`config.mk`:
```
export PLATFORM = sky130hd
export DESIGN_NAME = multicycle_controller
export DESIGN_NICKNAME = d
export VERILOG_FILES = /design/src/rtl/multicycle_controller.sv
export SDC_FILE = /design/constraint.sdc
export NUM_CORES = 1
export LEC_CHECK = 0
export ABC_AREA = 1
export CAP_MARGIN = 20
export CORE_ASPECT_RATIO = 0.75
export CORE_UTILIZATION = 45
export DETAILED_ROUTE_END_ITERATION = 12
export PLACE_DENSITY = 0.76
export SLEW_MARGIN = 20
export SYNTH_ARGS = -nofsm -noshare
export SYNTH_HDL_FRONTEND = slang
export SYNTH_SLANG_ARGS = --single-unit
```
`constraint.sdc`:
```
create_clock -name clk_i -period 2.4 [get_ports clk_i]
set_input_delay 0.6 -clock clk_i [delete_from_list [all_inputs] [get_ports clk_i]]
set_output_delay 0.6 -clock clk_i [all_outputs]
set_load 0.05 [all_outputs]
```
`src/rtl/multicycle_controller.sv`:
```
// Multi-cycle control FSM for an area-reduced RV32I core.
//
// The core shares one ALU and one unified instruction/data memory port.
// This FSM steps each instruction through fetch, decode, execute, memory
// and writeback phases. It inserts memory wait-states through the
// mem_ready_i handshake, counts retired instructions, and traps on
// unsupported opcodes.
//
// Ports:
//   clk_i, rst_i         clock; synchronous active-high reset
//   op_i, funct3_i       instruction fields (only funct3_i[0] is used)
//   zero_i               ALU zero flag, used for branch resolution
//   mem_ready_i          the memory access completes this cycle
//   mem_req_o            memory request
//   mem_write_o          memory write strobe
//   adr_src_o            memory address select: 0 = PC, 1 = ALUOut
//   ir_write_o           load the instruction register and OldPC
//   pc_write_o           PC enable
//   reg_write_o          register file write enable
//   alu_src_a_o          ALU operand A: 00 = PC, 01 = OldPC, 10 = rs1
//   alu_src_b_o          ALU operand B: 00 = rs2, 01 = imm, 10 = constant 4
//   alu_op_o             00 = add, 01 = subtract/compare, 10 = funct-decoded
//   result_src_o         00 = ALUOut, 01 = read data, 10 = ALU result
//   imm_src_o            immediate type: I = 00, S = 01, B = 10, J = 11
//   state_o              current state encoding, for debug
//   illegal_o            high while in TRAP
//   instret_o            retired-instruction count
module multicycle_controller (
  input  logic        clk_i,
  input  logic        rst_i,
  input  logic [6:0]  op_i,
  input  logic [2:0]  funct3_i,
  input  logic        zero_i,
  input  logic        mem_ready_i,
  output logic        mem_req_o,
  output logic        mem_write_o,
  output logic        adr_src_o,
  output logic        ir_write_o,
  output logic        pc_write_o,
  output logic        reg_write_o,
  output logic [1:0]  alu_src_a_o,
  output logic [1:0]  alu_src_b_o,
  output logic [1:0]  alu_op_o,
  output logic [1:0]  result_src_o,
  output logic [1:0]  imm_src_o,
  output logic [3:0]  state_o,
  output logic        illegal_o,
  output logic [31:0] instret_o
);

  localparam logic [6:0] OpLoad   = 7'b0000011;
  localparam logic [6:0] OpStore  = 7'b0100011;
  localparam logic [6:0] OpRType  = 7'b0110011;
  localparam logic [6:0] OpIType  = 7'b0010011;
  localparam logic [6:0] OpBranch = 7'b1100011;
  localparam logic [6:0] OpJal    = 7'b1101111;

  typedef enum logic [3:0] {
    StFetch    = 4'd0,
    StDecode   = 4'd1,
    StMemAdr   = 4'd2,
    StMemRead  = 4'd3,
    StMemWb    = 4'd4,
    StMemWrite = 4'd5,
    StExecR    = 4'd6,
    StExecI    = 4'd7,
    StAluWb    = 4'd8,
    StBranch   = 4'd9,
    StJal      = 4'd10,
    StTrap     = 4'd11
  } state_e;

  state_e      state_q, state_d;
  logic [31:0] instret_q, instret_d;
  logic        retire;

  // Only funct3[0] selects beq/bne. The upper bits are not used.
  logic unused_funct3;
  assign unused_funct3 = ^funct3_i[2:1];

  // Next-state and retirement logic.
  always_comb begin
    state_d = state_q;
    retire  = 1'b0;
    case (state_q)
      StFetch: begin
        if (mem_ready_i) state_d = StDecode;
      end
      StDecode: begin
        case (op_i)
          OpLoad, OpStore: state_d = StMemAdr;
          OpRType:         state_d = StExecR;
          OpIType:         state_d = StExecI;
          OpBranch:        state_d = StBranch;
          OpJal:           state_d = StJal;
          default:         state_d = StTrap;
        endcase
      end
      StMemAdr: begin
        state_d = (op_i == OpStore) ? StMemWrite : StMemRead;
      end
      StMemRead: begin
        if (mem_ready_i) state_d = StMemWb;
      end
      StMemWrite: begin
        if (mem_ready_i) begin
          state_d = StFetch;
          retire  = 1'b1;
        end
      end
      StExecR, StExecI, StJal: begin
        state_d = StAluWb;
      end
      StMemWb, StAluWb, StBranch: begin
        state_d = StFetch;
        retire  = 1'b1;
      end
      StTrap: begin
        state_d = StTrap;
      end
      // Encodings 12-15 are unreachable. Recover to FETCH.
      default: begin
        state_d = StFetch;
      end
    endcase
    instret_d = retire ? instret_q + 32'd1 : instret_q;
  end

  always_ff @(posedge clk_i) begin
    if (rst_i) begin
      state_q   <= StFetch;
      instret_q <= '0;
    end else begin
      state_q   <= state_d;
      instret_q <= instret_d;
    end
  end

  // Immediate type depends only on the opcode, so it is valid in every state.
  always_comb begin
    case (op_i)
      OpStore:  imm_src_o = 2'b01;
      OpBranch: imm_src_o = 2'b10;
      OpJal:    imm_src_o = 2'b11;
      default:  imm_src_o = 2'b00;
    endcase
  end

  // Control outputs decoded from the current state.
  always_comb begin
    mem_req_o    = 1'b0;
    mem_write_o  = 1'b0;
    adr_src_o    = 1'b0;
    ir_write_o   = 1'b0;
    pc_write_o   = 1'b0;
    reg_write_o  = 1'b0;
    alu_src_a_o  = 2'b00;
    alu_src_b_o  = 2'b00;
    alu_op_o     = 2'b00;
    result_src_o = 2'b00;
    illegal_o    = 1'b0;
    case (state_q)
      StFetch: begin
        // PC + 4 is computed while the instruction is read. Both are
        // committed only on the cycle the memory responds.
        mem_req_o    = 1'b1;
        alu_src_b_o  = 2'b10;
        result_src_o = 2'b10;
        ir_write_o   = mem_ready_i;
        pc_write_o   = mem_ready_i;
      end
      StDecode: begin
        // OldPC + imm is the branch/jump target. It is latched into ALUOut.
        alu_src_a_o = 2'b01;
        alu_src_b_o = 2'b01;
      end
      StMemAdr: begin
        alu_src_a_o = 2'b10;
        alu_src_b_o = 2'b01;
      end
      StMemRead: begin
        mem_req_o = 1'b1;
        adr_src_o = 1'b1;
      end
      StMemWrite: begin
        mem_req_o   = 1'b1;
        mem_write_o = 1'b1;
        adr_src_o   = 1'b1;
      end
      StMemWb: begin
        result_src_o = 2'b01;
        reg_write_o  = 1'b1;
      end
      StExecR: begin
        alu_src_a_o = 2'b10;
        alu_op_o    = 2'b10;
      end
      StExecI: begin
        alu_src_a_o = 2'b10;
        alu_src_b_o = 2'b01;
        alu_op_o    = 2'b10;
      end
      StAluWb: begin
        reg_write_o = 1'b1;
      end
      StBranch: begin
        // funct3[0] selects bne. It inverts the sense of the zero flag.
        alu_src_a_o = 2'b10;
        alu_op_o    = 2'b01;
        pc_write_o  = zero_i ^ funct3_i[0];
      end
      StJal: begin
        // OldPC + 4 is the link value. The target is already in ALUOut.
        alu_src_a_o = 2'b01;
        alu_src_b_o = 2'b10;
        pc_write_o  = 1'b1;
      end
      StTrap: begin
        illegal_o = 1'b1;
      end
      default: begin
      end
    endcase
    // Reset suppresses every write in the same cycle, including mid-wait.
    if (rst_i) begin
      mem_req_o   = 1'b0;
      mem_write_o = 1'b0;
      ir_write_o  = 1'b0;
      pc_write_o  = 1'b0;
      reg_write_o = 1'b0;
      illegal_o   = 1'b0;
    end
  end

  assign state_o   = state_q;
  assign instret_o = instret_q;

endmodule

```
==> flow_summary.rst, run 1 <==
.. list-table::
   :header-rows: 1

   * - Metric
     - Value
   * - Proportion of power drawn by the clock network
     - 0.181
   * - Number of cells on the worst hold path
     - 2
   * - Startpoint of the tightest hold check path
     - instret_o[5]$_SDFFE_PP0P_
   * - Endpoint of the worst hold path
     - instret_o[5]$_SDFFE_PP0P_
   * - Share of Yosys cell area claimed by the top area cell type
     - 0.309
   * - Crit. End Element
     - output pin
   * - Worst path top cell family by delay
     - buffers and inverters
   * - Fin Hold WS
     - 0.502 ns
   * - Crit-path max cell delay
     - 0.47 ns
   * - Gr usage total
     - 0.243
   * - Die Y-Extent
     - 64.4 µm
   * - Combinational share of power
     - 0.538
   * - Area delta synth->final
     - 40.9%
   * - Placement Setup Slack
     - 0.00961 ns
   * - Number of hold violations in the final report
     - 0
   * - Final worst slack
     - 0.0355 ns
   * - Setup slack of the worst register-to-register path
     - 0.68 ns
   * - Number of placement rows
     - 22
   * - Root buffer cell
     - clkbuf_8
   * - Maximum number of pins on one net before global-route repair
     - 23
   * - DRC violation total after the first TritonRoute iteration
     - 186
   * - Chip Width
     - 85.2 µm
   * - Number of synthesis warnings
     - 0
   * - Net count of the finished layout
     - 483
   * - Sw frac
     - 0.461
   * - Relative slew slack
     - 0.650
   * - Post-route design area
     - 3290 µm²
   * - Filler cells
     - 444
   * - Clock-pin slew reported for the worst setup and hold paths after clock tree synthesis
     - 0.07 ns
   * - Wire length of the first global-routing pass
     - 10,600 µm
   * - Total setup violations reported at the end of the flow
     - 0
   * - Post-synthesis cell type count
     - 34
   * - Number of slew-limit violations in the final report
     - 0
   * - Result of the run
     - completed
   * - Routed wirelength normalized by instance count
     - 12.1 µm
   * - Cell at the slowest stage of the critical path
     - clkdlybuf4s50_1
   * - TritonCTS clock tree
     - yes
   * - Final sum of negative setup slack
     - 0 ns
   * - Main area contributors after synthesis
     - dfxtp_1 31%, nand2_1 19%, nor2_1 13%, inv_1 8.2%, nand3_1 4.1%
   * - Number of input and output port buffers inserted
     - 64
   * - Vias after detailed routing
     - 2,697
   * - Critical path launch point type
     - input pin
   * - Latest clock arrival within the worst-skew pair
     - 0.29 ns
   * - Required @ worst endpoint
     - 1.80 ns
   * - Endpoint of the lowest-slack register-to-register path
     - instret_o[30]$_SDFFE_PP0P_
   * - Class of the tightest hold or removal check
     - flop to flop
   * - Average vias per placed instance
     - 5.10
   * - Part of the Yosys area used for sequential elements
     - 0.309
   * - Share of the clock period used by the worst path after layout
     - 0.985
   * - Asr flop ratio synth
     - 0
   * - Number of antenna-violating nets in the routed design
     - 0
   * - Final Skew
     - 0.00577 ns
   * - Highest attainable clock frequency
     - 423 MHz
   * - Leakage power of the design
     - 0.00135 µW
   * - Share of the core filled with cells
     - 0.667
   * - Syn Nets
     - 411
   * - I/O pin total
     - 67
   * - Full die area
     - 5480 µm²
   * - Combined area of all synthesized cells
     - 2330 µm²
   * - Max H-tree Level
     - 2
   * - Slew of the pin with the lowest slew margin
     - 0.523 ns
   * - CTS Hold Bufs
     - 0
   * - Initial antenna violation count
     - 0
   * - Ordered cell list for the critical path
     - clkdlybuf4s50_1 -> nand2_2 -> nand3b_1 -> nor2_2 -> inv_2 -> nand2_2 -> buf_12
   * - Crit path kind
     - input pin to output pin
   * - RR Startpoint
     - instret_o[0]$_SDFFE_PP0P_
   * - Highest net fanout along the worst path
     - 3
   * - Wirelength, routed
     - 6390 µm
   * - Cell internal power dissipation
     - 1320 µW
   * - Antenna diode count
     - 0
   * - Final weighted congestion in routability-driven placement
     - 0.855
   * - Power per cell area
     - 747 nW/µm²
   * - Detailed-router iteration count before antenna repair
     - 4
   * - Final Critical Period
     - 2.36 ns
   * - Gate Count Post-Synth
     - 396
   * - Library cell with the highest instance count after synthesis
     - nand2_1
   * - Initial Utilization
     - 0.474
   * - Flip-flop cell with the highest count after synthesis
     - dfxtp_1
   * - Clock sink count
     - 36
   * - Unrepaired setup endpoints after global routing
     - true
   * - Placed Area
     - 3170 µm²
   * - Core Region
     - 4930 µm²
   * - Max-cap violations
     - 0
   * - Share of layout cells above drive strength 1
     - 0.151
   * - Overflow after GRT
     - 0
   * - Final HPWL DP
     - 4940 µm
   * - Number of synthesized flops with an enable pin
     - 0
   * - Number of buffers and inverters on the critical path
     - 3
   * - Average instance area after synthesis
     - 5.89 µm²
   * - Commonest cells post-synth
     - 121 x nand2_1, 80 x nor2_1, 51 x inv_1
   * - Net switching power of the design
     - 1130 µW
   * - Number of cells on the worst reg-to-reg path
     - 10
   * - Highest ir drop seen on vdd
     - 0.421 mV
   * - DRC violations left
     - 0
   * - Most frequent CP cell
     - nand2_2
   * - Arrival time reported for the critical path endpoint
     - 1.76 ns
   * - Number of global-route vias before repair
     - 2,383
   * - Relative contribution of sequential cells to total power
     - 0.280
   * - Flip-flop and latch count after synthesis
     - 36
   * - Maximum buffer depth of the clock tree
     - 2
   * - CTS buffer count
     - 5
   * - Largest area contributor in the netlist
     - dfxtp_1
logic make-up after synthesis:
kind of cell	Yosys count	share of synthesized area
XOR/XNOR	3	0.0113
AO/OA/AOI/OAI	34	0.0820
flip-flops	36	0.309
AND/OR/NAND/NOR	259	0.483
buffers and inverters	63	0.109
adder cells (fa/ha/maj)	1	0.00536
per-stage QoR:
step | total power (µW) | std cells
floorplan | 1520 | 396
global placement | 1990 | 520
detailed placement | 2000 | 520
CTS | 2450 | 528
global route | 2570 | 529
finish | 2460 | 529
worst max path at each step:
stage                                 start      endpoint  cells after the start
floorplan           state_o[3]$_SDFFE_PP0P_    pc_write_o                      6
global placement                    op_i[1]  imm_src_o[0]                      7
detailed placement                  op_i[1]  imm_src_o[0]                      7
CTS                                 op_i[0]  imm_src_o[0]                      7
global route                        op_i[4]  imm_src_o[1]                      7
finish                              op_i[1]  imm_src_o[0]                      7
area by class of cell:
cell class	instances	area (µm²)	area share
clock buffer	6	82.6	0.0251
inverter	57	216	0.0659
multi-input combinational	297	1390	0.423
tap	60	75.1	0.0228
timing repair buffer	71	788	0.240
sequential	36	723	0.220
clock inverter	2	10.0	0.00305
registers in the layout, indices dropped and copies added, names as in the netlist:
signal	cells
instret_o	32
state_o	4
layout by cell type, fill, tap and decap left out, drive strengths merged:
cell type and n:
o211ai 1, nor3 7, a41oi 1, clkbuf 6, buf 24, nand4 7, ha 1, a31oi 1
xor2 3, nand3b 4, clkdlybuf4s50 47, nand3 21, o21bai 3, and3 1, o21a 1, o21ai 10
a21oi 16, nor3b 1, dfxtp 36, a221oi 1, clkinv 2, inv 57, nand2 132, nor2 86
routing by layer:
layer,share of wire,wire length (µm),global-route usage,vias to the layer above
met2,0.43,2760,0.387,75
met5,0,0,0,-
met4,0.0086,55,0.0657,0
met1,0.50,3210,0.337,1231
li1,-,-,-,1384
met3,0.057,364,0.0439,7
tightest hold or removal path, cell delays in order (launching register included):
cell and delay (ns):
dfxtp_1 0.34, inv_1 0.07, a21oi_1 0.05
repair_timing:
action                     4_1_cts  5_1_grt
setup endpoints to repair        0        3
gates resized for setup          0        8
buffers inserted                 0        1
power by group through the flow:
stage | registers [µW] | logic [µW] | clock network, µW
2_1_floorplan | 796 | 727 | 0
3_3_place_gp | 697 | 1300 | 0
3_5_place_dp | 699 | 1300 | 0
4_1_cts | 687 | 1310 | 452
5_1_grt | 695 | 1390 | 491
6_report | 688 | 1320 | 445
(Power assumes the default switching activity.)
==> run 2, diff against run 1 <==
- CORE_UTILIZATION: 45 -> 43
- clock period: 2.4 -> 1.9 ns (I/O delays scaled with it)
==> flow_summary.rst, run 2 (synthesis gave the netlist of run 1 again) <==
.. list-table::
   :header-rows: 1

   * - Metric
     - Value
   * - Routed wirelength normalized by instance count
     - 13.9 µm
   * - Overflow after GRT
     - 0
   * - Result of the run
     - finished with violations
   * - Crit. End Element
     - output pin
   * - Commonest non-fill, non-tap cell in the layout
     - nand2_1
   * - Maximum number of pins on one net before global-route repair
     - 22
   * - Total setup violations reported at the end of the flow
     - 9
   * - Maximum buffer depth of the clock tree
     - 2
   * - Root buffer cell
     - clkbuf_8
   * - Number of slew-limit violations in the final report
     - 0
   * - Max H-tree Level
     - 2
   * - Final Skew
     - 0.00770 ns
   * - Post-route design area
     - 3760 µm²
   * - Final Critical Period
     - 2.03 ns
   * - DRC violation total after the first TritonRoute iteration
     - 178
   * - CTS buffer count
     - 5
   * - Full die area
     - 5730 µm²
   * - Filler cells
     - 397
   * - I/O pin total
     - 67
   * - Crit path kind
     - flop to output pin
   * - Net count of the finished layout
     - 525
   * - Number of placement rows
     - 22
   * - Antenna diode count
     - 0
   * - Critical path launch point type
     - flop
   * - Share of layout cells above drive strength 1
     - 0.362
   * - Final sum of negative setup slack
     - -0.572 ns
   * - Placement Setup Slack
     - -0.230 ns
   * - Gr usage total
     - 0.276
   * - Final HPWL DP
     - 5160 µm
   * - Unrepaired setup endpoints after global routing
     - true
   * - Clock sink count
     - 36
   * - Die Y-Extent
     - 65.8 µm
   * - Average vias per placed instance
     - 5.08
   * - Flip-flop count of the largest register, all copies and words added
     - 32
   * - Detailed-router iteration count before antenna repair
     - 5
   * - Placed Area
     - 3330 µm²
   * - Cell at the slowest stage of the critical path
     - dfxtp_4
   * - DRC violations left
     - 0
   * - Area delta synth->final
     - 61.2%
   * - Slew of the pin with the lowest slew margin
     - 0.341 ns
   * - Arrival time reported for the critical path endpoint
     - 1.56 ns
   * - Number of input and output port buffers inserted
     - 64
   * - Leakage power of the design
     - 0.00169 µW
   * - Initial Utilization
     - 0.461
   * - TritonCTS clock tree
     - yes
   * - Number of buffers and inverters on the critical path
     - 4
   * - Latest clock arrival within the worst-skew pair
     - 0.30 ns
   * - Required @ worst endpoint
     - 1.42 ns
   * - Highest net fanout along the worst path
     - 4
   * - Vias after detailed routing
     - 2,961
   * - Fin Hold WS
     - 0.493 ns
   * - Final weighted congestion in routability-driven placement
     - 0.900
   * - Core Region
     - 5060 µm²
   * - Highest ir drop seen on vdd
     - 0.685 mV
   * - Number of global-route vias before repair
     - 2,697
   * - Crit-path max cell delay
     - 0.39 ns
   * - Ordered cell list for the critical path
     - inv_6 -> nor2_1 -> inv_1 -> nor2_4 -> inv_1 -> o211ai_1 -> clkbuf_16
   * - Max-cap violations
     - 0
   * - Most used cells in the layout excluding fill and tap cells
     - 112 x nand2_1, 82 x buf_4, 68 x nor2_1
   * - Most frequent CP cell
     - inv_1
   * - Chip Width
     - 87.1 µm
   * - Wirelength, routed
     - 8080 µm
   * - Final worst slack
     - -0.132 ns
   * - Highest attainable clock frequency
     - 492 MHz
   * - Total chip power
     - 3860 µW
   * - Wire length of the first global-routing pass
     - 12,200 µm
   * - Class of the tightest hold or removal check
     - flop to flop
   * - Relative slew slack
     - 0.772
   * - Power per cell area
     - 1020 nW/µm²
   * - Violated checks
     - negative setup slack
   * - Number of hold violations in the final report
     - 0
   * - Clock-pin slew reported for the worst setup and hold paths after clock tree synthesis
     - 0.08 ns
   * - Share of the clock period used by the worst path after layout
     - 1.07
   * - Number of antenna-violating nets in the routed design
     - 0
   * - Worst path top cell family by delay
     - buffers and inverters
   * - Initial antenna violation count
     - 0
==> run 2: cell count changes in the layout (fill, tap and decap cells not counted), sizes merged <==
cell	previous run	this run
inv	57	56
dlygate4sd2	0	6
clkbuf	6	11
clkdlybuf4s50	47	1
buf	24	101
clkinvlp	0	1
==> run 2: routing by layer <==
layer	routed length [µm]	part of all wire	vias to the layer above	GRT usage
met5	0	0	-	0
met3	531	0.066	21	0.0487
met2	3900	0.48	140	0.476
met4	221	0.027	0	0.0750
li1	-	-	1466	-
met1	3430	0.42	1334	0.354
==> run 2: report_power, final <==
group	internal, µW	switching, µW
Combinational	1020	1360
Clock	290	289
Sequential	812	83.3
Total	2120	1730
==> run 2: metrics by stage <==
stage | utilization | cells
final | 0.743 | 583
after global routing | 0.743 | 583
after CTS | 0.726 | 578
after detailed placement | 0.657 | 545
after global placement | 0.657 | 545
after floorplan | - | 396
==> run 2: worst paths after layout <==
check,start,end,slack [ns],cells after the start
hold / removal,instret_o[5]$_SDFFE_PP0P_,instret_o[5]$_SDFFE_PP0P_,0.49,2
hold reg to reg,instret_o[5]$_SDFFE_PP0P_,instret_o[5]$_SDFFE_PP0P_,0.49,2
setup reg to reg,state_o[2]$_SDFFE_PP0P_,state_o[2]$_SDFFE_PP0P_,-0.03,14
setup / recovery,state_o[1]$_SDFFE_PP0P_,alu_src_b_o[0],-0.13,7
==> run 2: worst register-to-register path, delay by kind of cell, from the launching register on <==
kind | cells | cell delay (ns)
compound gates | 1 | 0.13
flops | 1 | 0.37
simple gates | 5 | 0.59
buf+inv | 8 | 0.79
==> run 2: what timing repair did <==
action	in CTS	in global routing
buffers inserted	25	6
resized for setup	38	30
pin swaps	15	11
hold buffers	0	0
setup endpoints to repair	10	16
==> run 2: area by class of cell <==
cell class,instances,area (µm²),area share
Clock buffer,6,82.6,0.0220
Clock inverter,2,10.0,0.00266
Inverter,57,230,0.0612
Multi-Input combinational cell,297,1530,0.406
Sequential cell,36,736,0.196
Tap cell,72,90.1,0.0240
Timing Repair Buffer,113,1090,0.289
